--- src/rtl/timer_pkg.sv ---
// Shared types for the timer controller: FSM state and auto-reload mode encodings.
package timer_pkg;

  typedef enum logic [1:0] {
    ST_IDLE = 2'd0,
    ST_RUN  = 2'd1,
    ST_DONE = 2'd2
  } state_t;

  typedef enum logic {
    MODE_ONESHOT  = 1'b0,
    MODE_PERIODIC = 1'b1
  } mode_t;

endpackage

--- src/rtl/timer_ctrl_if.sv ---
// Control/status bundle between the register logic (master) and timer_ctrl (slave).
interface timer_ctrl_if #(
  parameter int unsigned WIDTH      = 4,
  parameter int unsigned PRESCALE_W = 4
);
  logic                  START;
  logic                  STOP;
  logic                  MODE;
  logic                  LOAD_EN;
  logic [WIDTH-1:0]      LOAD_VAL;
  logic [PRESCALE_W-1:0] PRESCALE;
  logic [WIDTH-1:0]      Q;
  logic                  TICK;
  logic                  BUSY;
  logic                  DONE;

  modport master (
    output START, STOP, MODE, LOAD_EN, LOAD_VAL, PRESCALE,
    input  Q, TICK, BUSY, DONE
  );

  modport slave (
    input  START, STOP, MODE, LOAD_EN, LOAD_VAL, PRESCALE,
    output Q, TICK, BUSY, DONE
  );
endinterface

--- src/rtl/tcount_core.sv ---
// Enabled up-counter built as a T-flip-flop chain with synchronous clear.
module tcount_core #(
  parameter int unsigned WIDTH = 4
) (
  input  logic             CLK,
  input  logic             RST,
  input  logic             EN,
  input  logic             CLR,
  output logic [WIDTH-1:0] Q
);

  logic [WIDTH-1:0] t;

  // Bit i toggles when enabled and every lower bit is already 1.
  always_comb begin : toggle_chain
    logic carry;
    carry = EN;
    for (int unsigned i = 0; i < WIDTH; i++) begin
      t[i]  = carry;
      carry = carry & Q[i];
    end
  end

  always_ff @(posedge CLK or posedge RST) begin
    if (RST)      Q <= '0;
    else if (CLR) Q <= '0;
    else          Q <= Q ^ t;
  end

endmodule

--- src/rtl/timer_ctrl.sv ---
// Programmable timer: start/stop FSM, prescaler, terminal-count register and
// one-shot / auto-reload sequencing around a tcount_core counter.
module timer_ctrl
  import timer_pkg::*;
#(
  parameter int unsigned WIDTH      = 4,
  parameter int unsigned PRESCALE_W = 4
) (
  input  logic         CLK,
  input  logic         RST,
  timer_ctrl_if.slave  bus
);

  state_t                state, state_n;
  logic [PRESCALE_W-1:0] pcnt, pcnt_n;
  logic [WIDTH-1:0]      term, term_n;
  logic                  tick_r, tick_n;
  logic [WIDTH-1:0]      q;
  logic                  cnt_en, cnt_clr;

  always_ff @(posedge CLK or posedge RST) begin
    if (RST) begin
      state  <= ST_IDLE;
      pcnt   <= '0;
      term   <= '1;
      tick_r <= 1'b0;
    end else begin
      state  <= state_n;
      pcnt   <= pcnt_n;
      term   <= term_n;
      tick_r <= tick_n;
    end
  end

  // STOP outranks START, which outranks any step taken in RUN.
  always_comb begin
    state_n = state;
    pcnt_n  = pcnt;
    term_n  = term;
    tick_n  = 1'b0;
    cnt_en  = 1'b0;
    cnt_clr = 1'b0;

    if (bus.LOAD_EN && (state != ST_RUN))
      term_n = bus.LOAD_VAL;

    if (bus.STOP) begin
      state_n = ST_IDLE;
    end else if (bus.START) begin
      state_n = ST_RUN;
      pcnt_n  = '0;
      cnt_clr = 1'b1;
    end else if (state == ST_RUN) begin
      if (pcnt == bus.PRESCALE) begin
        pcnt_n = '0;
        if (q == term) begin
          tick_n = 1'b1;
          if (bus.MODE == MODE_PERIODIC) cnt_clr = 1'b1;
          else                           state_n = ST_DONE;
        end else begin
          cnt_en = 1'b1;
        end
      end else begin
        pcnt_n = pcnt + PRESCALE_W'(1);
      end
    end
  end

  tcount_core #(.WIDTH(WIDTH)) u_count (
    .CLK (CLK),
    .RST (RST),
    .EN  (cnt_en),
    .CLR (cnt_clr),
    .Q   (q)
  );

  assign bus.Q    = q;
  assign bus.TICK = tick_r;
  assign bus.BUSY = (state == ST_RUN);
  assign bus.DONE = (state == ST_DONE);

endmodule

--- src/flat_wrapper.sv ---
// flat-port wrapper written by rule: the top's interface ports become plain ports
module timer_ctrl_flat import timer_pkg::*;
#(
  parameter int unsigned WIDTH      = 4,
  parameter int unsigned PRESCALE_W = 4
)
  (CLK, RST, bus_START, bus_STOP, bus_MODE, bus_LOAD_EN, bus_LOAD_VAL, bus_PRESCALE, bus_Q, bus_TICK, bus_BUSY, bus_DONE);
  timer_ctrl_if #(.WIDTH(WIDTH), .PRESCALE_W(PRESCALE_W)) bus_i ();
  input  logic CLK;
  input  logic RST;
  input wire logic [$bits(bus_i.START)-1:0] bus_START;
  input wire logic [$bits(bus_i.STOP)-1:0] bus_STOP;
  input wire logic [$bits(bus_i.MODE)-1:0] bus_MODE;
  input wire logic [$bits(bus_i.LOAD_EN)-1:0] bus_LOAD_EN;
  input wire logic [$bits(bus_i.LOAD_VAL)-1:0] bus_LOAD_VAL;
  input wire logic [$bits(bus_i.PRESCALE)-1:0] bus_PRESCALE;
  output wire logic [$bits(bus_i.Q)-1:0] bus_Q;
  output wire logic [$bits(bus_i.TICK)-1:0] bus_TICK;
  output wire logic [$bits(bus_i.BUSY)-1:0] bus_BUSY;
  output wire logic [$bits(bus_i.DONE)-1:0] bus_DONE;
  assign bus_i.START = bus_START;
  assign bus_i.STOP = bus_STOP;
  assign bus_i.MODE = bus_MODE;
  assign bus_i.LOAD_EN = bus_LOAD_EN;
  assign bus_i.LOAD_VAL = bus_LOAD_VAL;
  assign bus_i.PRESCALE = bus_PRESCALE;
  assign bus_Q = bus_i.Q;
  assign bus_TICK = bus_i.TICK;
  assign bus_BUSY = bus_i.BUSY;
  assign bus_DONE = bus_i.DONE;
  timer_ctrl #(.WIDTH(WIDTH), .PRESCALE_W(PRESCALE_W)) u_core (.CLK(CLK), .RST(RST), .bus(bus_i));
endmodule
--- config.mk ---
export PLATFORM = sky130hd
export DESIGN_NAME = timer_ctrl_flat
export DESIGN_NICKNAME = d
export VERILOG_FILES = /design/src/rtl/timer_pkg.sv /design/src/rtl/timer_ctrl_if.sv /design/src/rtl/tcount_core.sv /design/src/rtl/timer_ctrl.sv /design/src/flat_wrapper.sv
export SDC_FILE = /design/constraint.sdc
export NUM_CORES = 1
export LEC_CHECK = 0
export CAP_MARGIN = 5
export CELL_PAD_IN_SITES_DETAIL_PLACEMENT = 1
export CELL_PAD_IN_SITES_GLOBAL_PLACEMENT = 1
export CORE_MARGIN = 3
export CORE_UTILIZATION = 38
export CTS_CLUSTER_DIAMETER = 150
export DETAILED_ROUTE_END_ITERATION = 8
export PLACE_DENSITY = 0.8
export SYNTH_ARGS = -nofsm -noshare
export SYNTH_HDL_FRONTEND = slang
export SYNTH_SLANG_ARGS = --single-unit
--- constraint.sdc ---
create_clock -name CLK -period 3.2 [get_ports CLK]
set_input_delay 0.64 -clock CLK [delete_from_list [all_inputs] [get_ports CLK]]
set_output_delay 0.64 -clock CLK [all_outputs]
set_load 0.05 [all_outputs]
**Word level (Yosys, flattened, before mapping)**

Index checks and enable logic that the tools add are counted.
Widths: inputs -> output; s select.

- Register bits after elaboration: 15
- Input port bits: 14
- Logic and storage cells: 50

- $add $sub $neg: 1
- Equal/unequal tests: 6
- Multiplexer cells: 26
- Bitwise gates (word level): 5
- Reductions and logical operators: 7

Operator list:

| cell | count |
|---|---|
| $mux 1 | 16 |
| $mux 4 | 4 |
| $mux 2 | 6 |
| $reduce_bool 3->1 | 3 |
| $eq 4x4->1 | 2 |
| $add 4x1->4 const B | 1 |
| $reduce_and 4->1 | 1 |
| $xor 4x4->4 | 1 |
| $and 1x1->1 | 3 |
| $ne 3x3->1 const B | 1 |
| $eq 2x1->1 const B | 1 |
| $eq 2x2->1 const B | 1 |
| $ne 2x1->1 const B | 1 |
| $reduce_and 2->1 | 1 |
| $reduce_bool 2->1 | 1 |
| $logic_and 1x1->1 | 1 |
| $not 1->1 | 1 |

**Longest topological paths before layout**

Gate-level depths: netlist (run 1).

- Depth in word-level cells: 11
- Depth in mapped cells: 9
- Gate-level depth less buffers: 9

**By module**

Synthesis (run 1) repeated with hierarchy kept, for this count alone.

- Cells, all modules: 74
- Area, all modules: 820.8 µm²

By module, submodules not included:

| module | instances | cells each | area an instance (µm²) | seq. area each (µm²) |
|---|---|---|---|---|
| timer_ctrl | 1 | 61 | 648.1 | 280.3 |
| tcount_core | 1 | 13 | 172.7 | 100.1 |

**Worst setup path before layout (run 1)**

No wires, ideal clock.

- Path kind: input to register
- From: in bus_PRESCALE[3]
- To: reg u_core.u_count.Q[3]
- Data arrival time: 2254 ps
- Required time: 3081 ps
- Setup slack: 827 ps
- Stages: 9
- Buffers on the path: 0
- Cells stage by stage: xor2_1 > or4_4 > nand2b_1 > nor2b_1 > ha_1 > ha_1 > ha_1 > xor2_1 > and2_1

- Longest elaborated chain between the ends: 10

Ends and longest elaborated chain:

| element | RTL line | RTL |
|---|---|---|
| start: declaration | flat_wrapper.sv:16 | `input wire logic [$bits(bus_i.PRESCALE)-1:0] bus_PRESCALE;` |
| $eq 4x4->1 * | timer_ctrl.sv:54 | `if (pcnt == bus.PRESCALE) begin` |
| $mux 1 | timer_ctrl.sv:54 |  |
| $mux 1 | timer_ctrl.sv:53 | `end else if (state == ST_RUN) begin` |
| $mux 1 | timer_ctrl.sv:49 | `end else if (bus.START) begin` |
| $mux 1 | timer_ctrl.sv:47 | `if (bus.STOP) begin` |
| $and 1x1->1 (3 in a row) | tcount_core.sv:20 | `carry = carry & Q[i];` |
| $xor 4x4->4 | tcount_core.sv:27 | `else Q <= Q ^ t;` |
| $mux 4 * | tcount_core.sv:26 | `else if (CLR) Q <= '0;` |
| end signal: assignment | tcount_core.sv:27 |  |
| end: declaration | tcount_core.sv:9 | `output logic [WIDTH-1:0] Q` |

Every way passes the cells marked *; elsewhere a longest branch is shown, timed or not.
A chain may end at the register's enable or synchronous reset.

**Worst setup path after layout (run 1)**

Ends and elaborated chain as after synthesis.

==> reports/qor.txt, run 1 <==
outcome - finished clean
Clock Root Buffer - sky130_fd_sc_hd__clkbuf_4
endpoints failing setup - 0
Critical Path Most Common Cell - sky130_fd_sc_hd__ha_1
maximum achievable frequency - 381 MHz
category of the worst setup path capture point - flop
number of buffers inserted to repair setup after CTS - 0
CP max-delay cell - sky130_fd_sc_hd__or4_4
Yosys warnings - 0
TritonCTS clock tree - yes
Max rail drop VDD - 0.263 mV
growth of design area from synthesis to finish - 32.8%
number of nets still failing antenna checks after routing - 0
ratio of final minimum period to clock period - 0.820
remaining design rule violation count - 0
final worst path period need - 2.62 ns
max_slew headroom - 0.467
GRT Residual Overflow - 0
worst-path cell chain - clkdlybuf4s50_1 > xor2_1 > or4_4 > nand2b_1 > nor2b_1 > ha_1 > ha_1 > ha_1 > xor2_1 > and2_1
# hold bufs at CTS - 0
WP data required - 3.42 ns
vias in the first global route - 647
power after layout - 391 uW
number of hold-slack violations in the final timing report - 0
synth unique cells - 27
worst skew pair latency - 0.28 ns
final number of max-transition violations - 0
row count - 15
cell area after synthesis - 791 sq um
clk slew on worst S/H paths - 0.08 ns
highest fanout seen on the critical path - 5
fraction of layout cells with a size suffix above 1 - 0.138
ratio of routed vias to standard cells - 5.13
number of sinks on the clock net - 15
antenna violations before repair - 0
total of buffers placed on input and output ports - 20
half-perimeter wire length after placement - 1330 microns
Syn Nets - 88
overall via count from detail_route - 611
TNS Setup - 0 ns
sequential-to-total area share from yosys stat - 0.481
core outline area - 0.00184 sq mm
Die X - 51.6 microns
final weighted congestion in routability-driven placement - 0.746
number of I/O pins - 21
maximum number of pins on one net before global-route repair - 16
largest incremental delay on the critical path - 0.57 ns
path category of the worst min-delay check - flop to flop
power per standard cell area - 372 mW/mm^2
Total Die Area - 0.00266 sq mm
final net count - 113
total CTS buffers - 3
drt total wl - 1630 microns
total inserted antenna cells - 0
post-cts repair resize count - 0
depth of the CTS H-tree - 1
first-pass GRT wire length - 2900 microns
effective utilization at floorplan - 0.430
number of buffer and inverter instances along the worst setup path - 1
mean instance size in the synthesized netlist - 11.3 sq um
Yosys reg bits - 15
delay-heaviest family, CP - simple AND/OR/NAND/NOR gates
drt initial violations - 4
slew at the pin closest to its max-slew limit - 0.789 ns
Final Skew - 0.00714 ns
critical path launch point type - input port
static leakage - 0.000482 uW
setup repair after global routing missed its margin - false
Max clock buf depth - 2
number of instances in the synthesized netlist - 70
arrival time of data at the critical path endpoint - 2.85 ns
type of the setup path with the least slack - input port to flop
number of violations of the max-capacitance limit - 0
per-cell routed wire length - 13.7 microns
TritonRoute pass-1 iters - 4
combined global-route utilization of all metal layers - 0.149
die extent in y - 51.6 microns
[cells by family after synthesis]
kind of cell | share of synthesized area
simple gates | 0.171
flops | 0.481
compound gates | 0.114
xor+xnor | 0.0997
mux | 0.0570
fa+ha+maj | 0.0633
buf+inv | 0.0142
[synth_stat cells]
library cell,number,area share
sky130_fd_sc_hd__xnor2_1,4,0.044
sky130_fd_sc_hd__nor4_1,1,0.0079
sky130_fd_sc_hd__dfstp_2,4,0.13
sky130_fd_sc_hd__a21o_1,2,0.019
sky130_fd_sc_hd__o21a_1,1,0.0095
sky130_fd_sc_hd__and2_1,4,0.032
sky130_fd_sc_hd__nand2_1,3,0.014
sky130_fd_sc_hd__nand3_1,1,0.0063
sky130_fd_sc_hd__mux2_2,4,0.057
sky130_fd_sc_hd__o21ai_0,2,0.013
sky130_fd_sc_hd__nor3b_1,1,0.0095
sky130_fd_sc_hd__xor2_1,5,0.055
sky130_fd_sc_hd__a21oi_1,2,0.013
sky130_fd_sc_hd__o41a_1,1,0.014
sky130_fd_sc_hd__nand4_1,1,0.0079
sky130_fd_sc_hd__nor3_1,1,0.0063
sky130_fd_sc_hd__inv_1,3,0.014
sky130_fd_sc_hd__or4_4,1,0.014
sky130_fd_sc_hd__nor4b_1,1,0.011
sky130_fd_sc_hd__nor2_1,3,0.014
sky130_fd_sc_hd__nand2b_1,4,0.032
sky130_fd_sc_hd__nor2b_1,2,0.016
sky130_fd_sc_hd__a32o_1,1,0.013
sky130_fd_sc_hd__o41ai_1,2,0.022
sky130_fd_sc_hd__ha_1,4,0.063
sky130_fd_sc_hd__dfrtp_1,11,0.35
sky130_fd_sc_hd__a211o_1,1,0.011
[worst paths after layout]
path	startpoint	endpoint	slack [ns]	cells past startpoint
setup / recovery	bus_PRESCALE[3]	u_core.u_count.Q[3]$_DFF_PP0_	0.58	10
setup reg to reg	u_core.pcnt[3]$_DFFE_PP0P_	u_core.u_count.Q[3]$_DFF_PP0_	0.90	9
hold / removal	u_core.pcnt[3]$_DFFE_PP0P_	u_core.pcnt[3]$_DFFE_PP0P_	0.57	1
max in group asynchronous	RST	u_core.pcnt[3]$_DFFE_PP0P_	2.13	2
hold reg to reg	u_core.pcnt[3]$_DFFE_PP0P_	u_core.pcnt[3]$_DFFE_PP0P_	0.57	1
min in group asynchronous	RST	u_core.bus.TICK$_DFF_PP0_	0.70	2
[metrics by stage]
stage	setup WS (ns)	cell area [sq um]	util	std cells	hold slack, ns
after floorplan	0.827	791	-	70	0.513
after global placement	0.321	1020	0.556	115	0.540
after detailed placement	0.257	1020	0.556	115	0.553
after CTS	0.555	1050	0.571	119	0.576
after global routing	0.364	1050	0.571	119	0.606
final	0.575	1050	0.571	119	0.572
[area by class of cell]
| type | instances | area, sq um |
|---|---|---|
| clock buffer | 3 | 22.5 |
| multi-input combinational | 52 | 399 |
| tap | 25 | 31.3 |
| timing repair buffer | 20 | 200 |
| fill | 224 | 790 |
| sequential | 15 | 380 |
| clock inverter | 1 | 5.00 |
| inverter | 3 | 11.3 |
[report_power, final]
| part | internal (uW) | switching (uW) | leakage (uW) |
|---|---|---|---|
| registers | 206 | 10.0 | 0.000193 |
| logic | 37.1 | 30.4 | 0.000271 |
| clock network | 46.4 | 60.4 | 0.0000177 |
[metal layers]
layer	share of wire	vias to the layer above	GRT usage	wire length [microns]
met4	0.010	0	0.0524	17
met2	0.50	14	0.237	809
met5	0	-	0	0
li1	-	297	-	-
met1	0.45	298	0.186	729
met3	0.044	2	0.0544	72
[registers in the layout, summed over array words and instances (netlist names)]
signal / cells
u_core.bus.TICK: 1
u_core.u_count.Q: 4
u_core.pcnt: 4
u_core.state: 2
u_core.term: 4
[cells in the final DEF (no fill, tap or decap)]
master                            instances
sky130_fd_sc_hd__clkinv_2                 1
sky130_fd_sc_hd__nor2_1                   3
sky130_fd_sc_hd__dfstp_2                  4
sky130_fd_sc_hd__o21ai_0                  2
sky130_fd_sc_hd__dfrtp_1                 11
sky130_fd_sc_hd__ha_1                     4
sky130_fd_sc_hd__nand2b_1                 4
sky130_fd_sc_hd__a32o_1                   1
sky130_fd_sc_hd__a211o_1                  1
sky130_fd_sc_hd__or4_4                    1
sky130_fd_sc_hd__mux2_2                   4
sky130_fd_sc_hd__o41ai_1                  2
sky130_fd_sc_hd__nor4_1                   1
sky130_fd_sc_hd__nor4b_1                  1
sky130_fd_sc_hd__and2_1                   4
sky130_fd_sc_hd__a21o_1                   2
sky130_fd_sc_hd__xnor2_1                  4
sky130_fd_sc_hd__nor3_1                   1
sky130_fd_sc_hd__nor3b_1                  1
sky130_fd_sc_hd__xor2_1                   5
sky130_fd_sc_hd__inv_1                    3
sky130_fd_sc_hd__a21oi_1                  2
sky130_fd_sc_hd__clkdlybuf4s50_1         20
sky130_fd_sc_hd__nand3_1                  1
sky130_fd_sc_hd__clkbuf_4                 3
sky130_fd_sc_hd__nor2b_1                  2
sky130_fd_sc_hd__nand4_1                  1
sky130_fd_sc_hd__nand2_1                  3
sky130_fd_sc_hd__o41a_1                   1
sky130_fd_sc_hd__o21a_1                   1
Note: power is estimated with default switching activity, not from simulation.
==> run 2, diff against run 1 <==
CORE_UTILIZATION = 32   (was 38)
PLACE_DENSITY = 0.71   (was 0.8)
clock period = 2.15 ns   (was 3.2 ns; I/O delays follow)
==> run 2 against run 1 <==
- wire length up 33%
- worst setup slack worse by 0.58 ns
- combinational power up 99%
- hold slack worse by 0.072 ns
- cell area up 16%
- the flow now finishes with violations (negative setup slack)
- first-iteration DRC count up 100%
- sequential power up 49%
- clock skew down 0.0028 ns
- power up 59%
- critical path depth down 1
==> reports/qor.txt, run 2 (same netlist as run 1, synthesis figures left out) <==
core outline area - 0.00228 sq mm (+24%)
max_slew headroom - 0.597 (+0.130)
half-perimeter wire length after placement - 1540 microns (+16%)
setup repair after global routing missed its margin - true
WP data required - 2.38 ns (-1.04 ns)
final worst path period need - 2.16 ns
TritonRoute pass-1 iters - 3 (-1)
ratio of final minimum period to clock period - 1.00
antenna violations before repair - 0 (unchanged)
overall via count from detail_route - 687 (+12%)
total of buffers placed on input and output ports - 20 (unchanged)
highest fanout seen on the critical path - 2 (-3)
final number of max-transition violations - 0 (unchanged)
die extent in y - 55.7 microns (+7.9%)
most frequent standard cell in the layout excluding fill and tap cells - sky130_fd_sc_hd__buf_4
Total Die Area - 0.00310 sq mm (+16%)
drt initial violations - 8 (+4)
combined global-route utilization of all metal layers - 0.148 (-0.00185)
minimum setup slack in the final design - -0.00957 ns (-0.585 ns)
worst skew pair latency - 0.29 ns (about the same)
final net count - 128 (+13%)
TritonCTS clock tree - yes
number of buffer and inverter instances along the worst setup path - 0 (-1)
slew at the pin closest to its max-slew limit - 0.604 ns (-0.185 ns)
total inserted antenna cells - 0 (unchanged)
Clock Root Buffer - sky130_fd_sc_hd__clkbuf_4
remaining design rule violation count - 0 (unchanged)
clk slew on worst S/H paths - 0.10 ns (+0.02 ns)
Die X - 55.7 microns (+7.9%)
leading cell types in the layout, fill and taps excluded - sky130_fd_sc_hd__buf_4, sky130_fd_sc_hd__clkdlybuf4s50_1, sky130_fd_sc_hd__dfrtp_1
biggest regs - u_core.pcnt: 4 flops, u_core.term: 4 flops, u_core.u_count.Q: 4 flops
Max clock buf depth - 2 (unchanged)
number of hold-slack violations in the final timing report - 0 (unchanged)
per-cell routed wire length - 15.9 microns (+16%)
drt total wl - 2170 microns (+33%)
ratio of routed vias to standard cells - 5.01 (-2.3%)
worst-path cell chain - xor2_2 > or4_4 > nand2b_4 > nor2b_2 > ha_2 > ha_4 > ha_4 > xor2_1 > and2_1
final weighted congestion in routability-driven placement - 0.681 (-8.8%)
delay-heaviest family, CP - simple AND/OR/NAND/NOR gates
category of the worst setup path capture point - flop
critical path launch point type - flop
power per standard cell area - 511 mW/mm^2 (+37%)
static leakage - 0.000574 uW (+19%)
Critical Path Most Common Cell - sky130_fd_sc_hd__ha_4
violated checks - negative setup slack
path category of the worst min-delay check - input port to asynchronous set/reset pin
Max rail drop VDD - 0.505 mV (+92%)
maximum achievable frequency - 463 MHz
largest incremental delay on the critical path - 0.54 ns (-0.03 ns)
effective utilization at floorplan - 0.347 (-0.0825)
GRT Residual Overflow - 0 (unchanged)
TNS Setup - -0.00957 ns (-0.00957 ns)
fraction of layout cells with a size suffix above 1 - 0.358 (+0.220)
endpoints failing setup - 1 (+1)
row count - 17 (+2)
number of I/O pins - 21 (unchanged)
first-pass GRT wire length - 3520 microns (+21%)
number of nets still failing antenna checks after routing - 0 (unchanged)
CP max-delay cell - sky130_fd_sc_hd__or4_4
outcome - finished with violations
Final Skew - 0.00430 ns (-0.00284 ns)
number of placed cells counting well taps - 128 (+11%)
total CTS buffers - 3 (unchanged)
growth of design area from synthesis to finish - 53.8%
maximum number of pins on one net before global-route repair - 16 (unchanged)
# hold bufs at CTS - 0 (unchanged)
arrival time of data at the critical path endpoint - 2.39 ns (-0.46 ns)
vias in the first global route - 726 (+12%)
final std cells w/o fill - 137 (+15%)
number of violations of the max-capacitance limit - 0 (unchanged)
type of the setup path with the least slack - flop to flop
depth of the CTS H-tree - 1 (unchanged)
number of sinks on the clock net - 15 (unchanged)
## run 2: power by group
group | total (uW) | internal [uW] | leakage (uW) | switching, uW
Combinational | 134 | 73.6 | 0.000364 | 60.1
Sequential | 321 | 307 | 0.000192 | 14.0
Clock | 166 | 69.1 | 0.0000177 | 97.3
Total | 622 | 450 | 0.000574 | 171
## run 2: stage by stage
step	hold slack (ns)	power, uW	util	worst slack (ns)	cell area, sq um
global route	0.540	660	0.534	-0.110	1220
floorplan	0.329	384	-	-0.00197	798
CTS	0.512	622	0.519	-0.0169	1180
detailed placement	0.578	444	0.485	-0.450	1100
global placement	0.540	436	0.485	-0.388	1100
finish	0.500	622	0.534	-0.00957	1220
## run 2: worst reg2reg max path, stage by stage (launching register included)
cell and delay (ns):
sky130_fd_sc_hd__dfrtp_1 0.42, sky130_fd_sc_hd__xor2_2 0.17, sky130_fd_sc_hd__or4_4 0.54, sky130_fd_sc_hd__nand2b_4 0.16
sky130_fd_sc_hd__nor2b_2 0.11, sky130_fd_sc_hd__ha_2 0.20, sky130_fd_sc_hd__ha_4 0.14, sky130_fd_sc_hd__ha_4 0.12
sky130_fd_sc_hd__xor2_1 0.13, sky130_fd_sc_hd__and2_1 0.13
## run 2: routing by layer
metal	vias up	GRT usage	part of all wire
met5	-	0	0
met3	0	0.0510	0.047
met2	15	0.299	0.60
met1	346	0.147	0.36
met4	0	0.0104	0
li1	326	-	-
## run 2: path summary, 6_finish.rpt
check | startpoint | cells after the start | endpoint | slack, ns
min reg2reg | u_core.state[1]$_DFFE_PP0P_ | 1 | u_core.state[1]$_DFFE_PP0P_ | 0.59
max reg2reg | u_core.pcnt[3]$_DFFE_PP0P_ | 9 | u_core.u_count.Q[3]$_DFF_PP0_ | -0.01
min | RST | 2 | u_core.pcnt[0]$_DFFE_PP0P_ | 0.50
max in group asynchronous | RST | 2 | u_core.pcnt[0]$_DFFE_PP0P_ | 1.23
max | u_core.pcnt[3]$_DFFE_PP0P_ | 9 | u_core.u_count.Q[3]$_DFF_PP0_ | -0.01
min in group CLK | u_core.state[1]$_DFFE_PP0P_ | 1 | u_core.state[1]$_DFFE_PP0P_ | 0.59
## run 2: layout make-up
| cell class | count | area, sq um |
|---|---|---|
| clock buffers | 3 | 22.5 |
| clock inverters | 1 | 5.00 |
| fillers | 251 | 1060 |
| inverters | 3 | 11.3 |
| multi-input cells | 52 | 454 |
| flip-flops and latches | 15 | 382 |
| well taps | 28 | 35.0 |
| repair buffers | 35 | 307 |
## run 2: timing repair
| item | CTS | global route |
|---|---|---|
| buffers inserted | 3 | 2 |
| pin swaps | 3 | 3 |
| gates resized for setup | 10 | 4 |
| setup endpoints to repair | 2 | 2 |
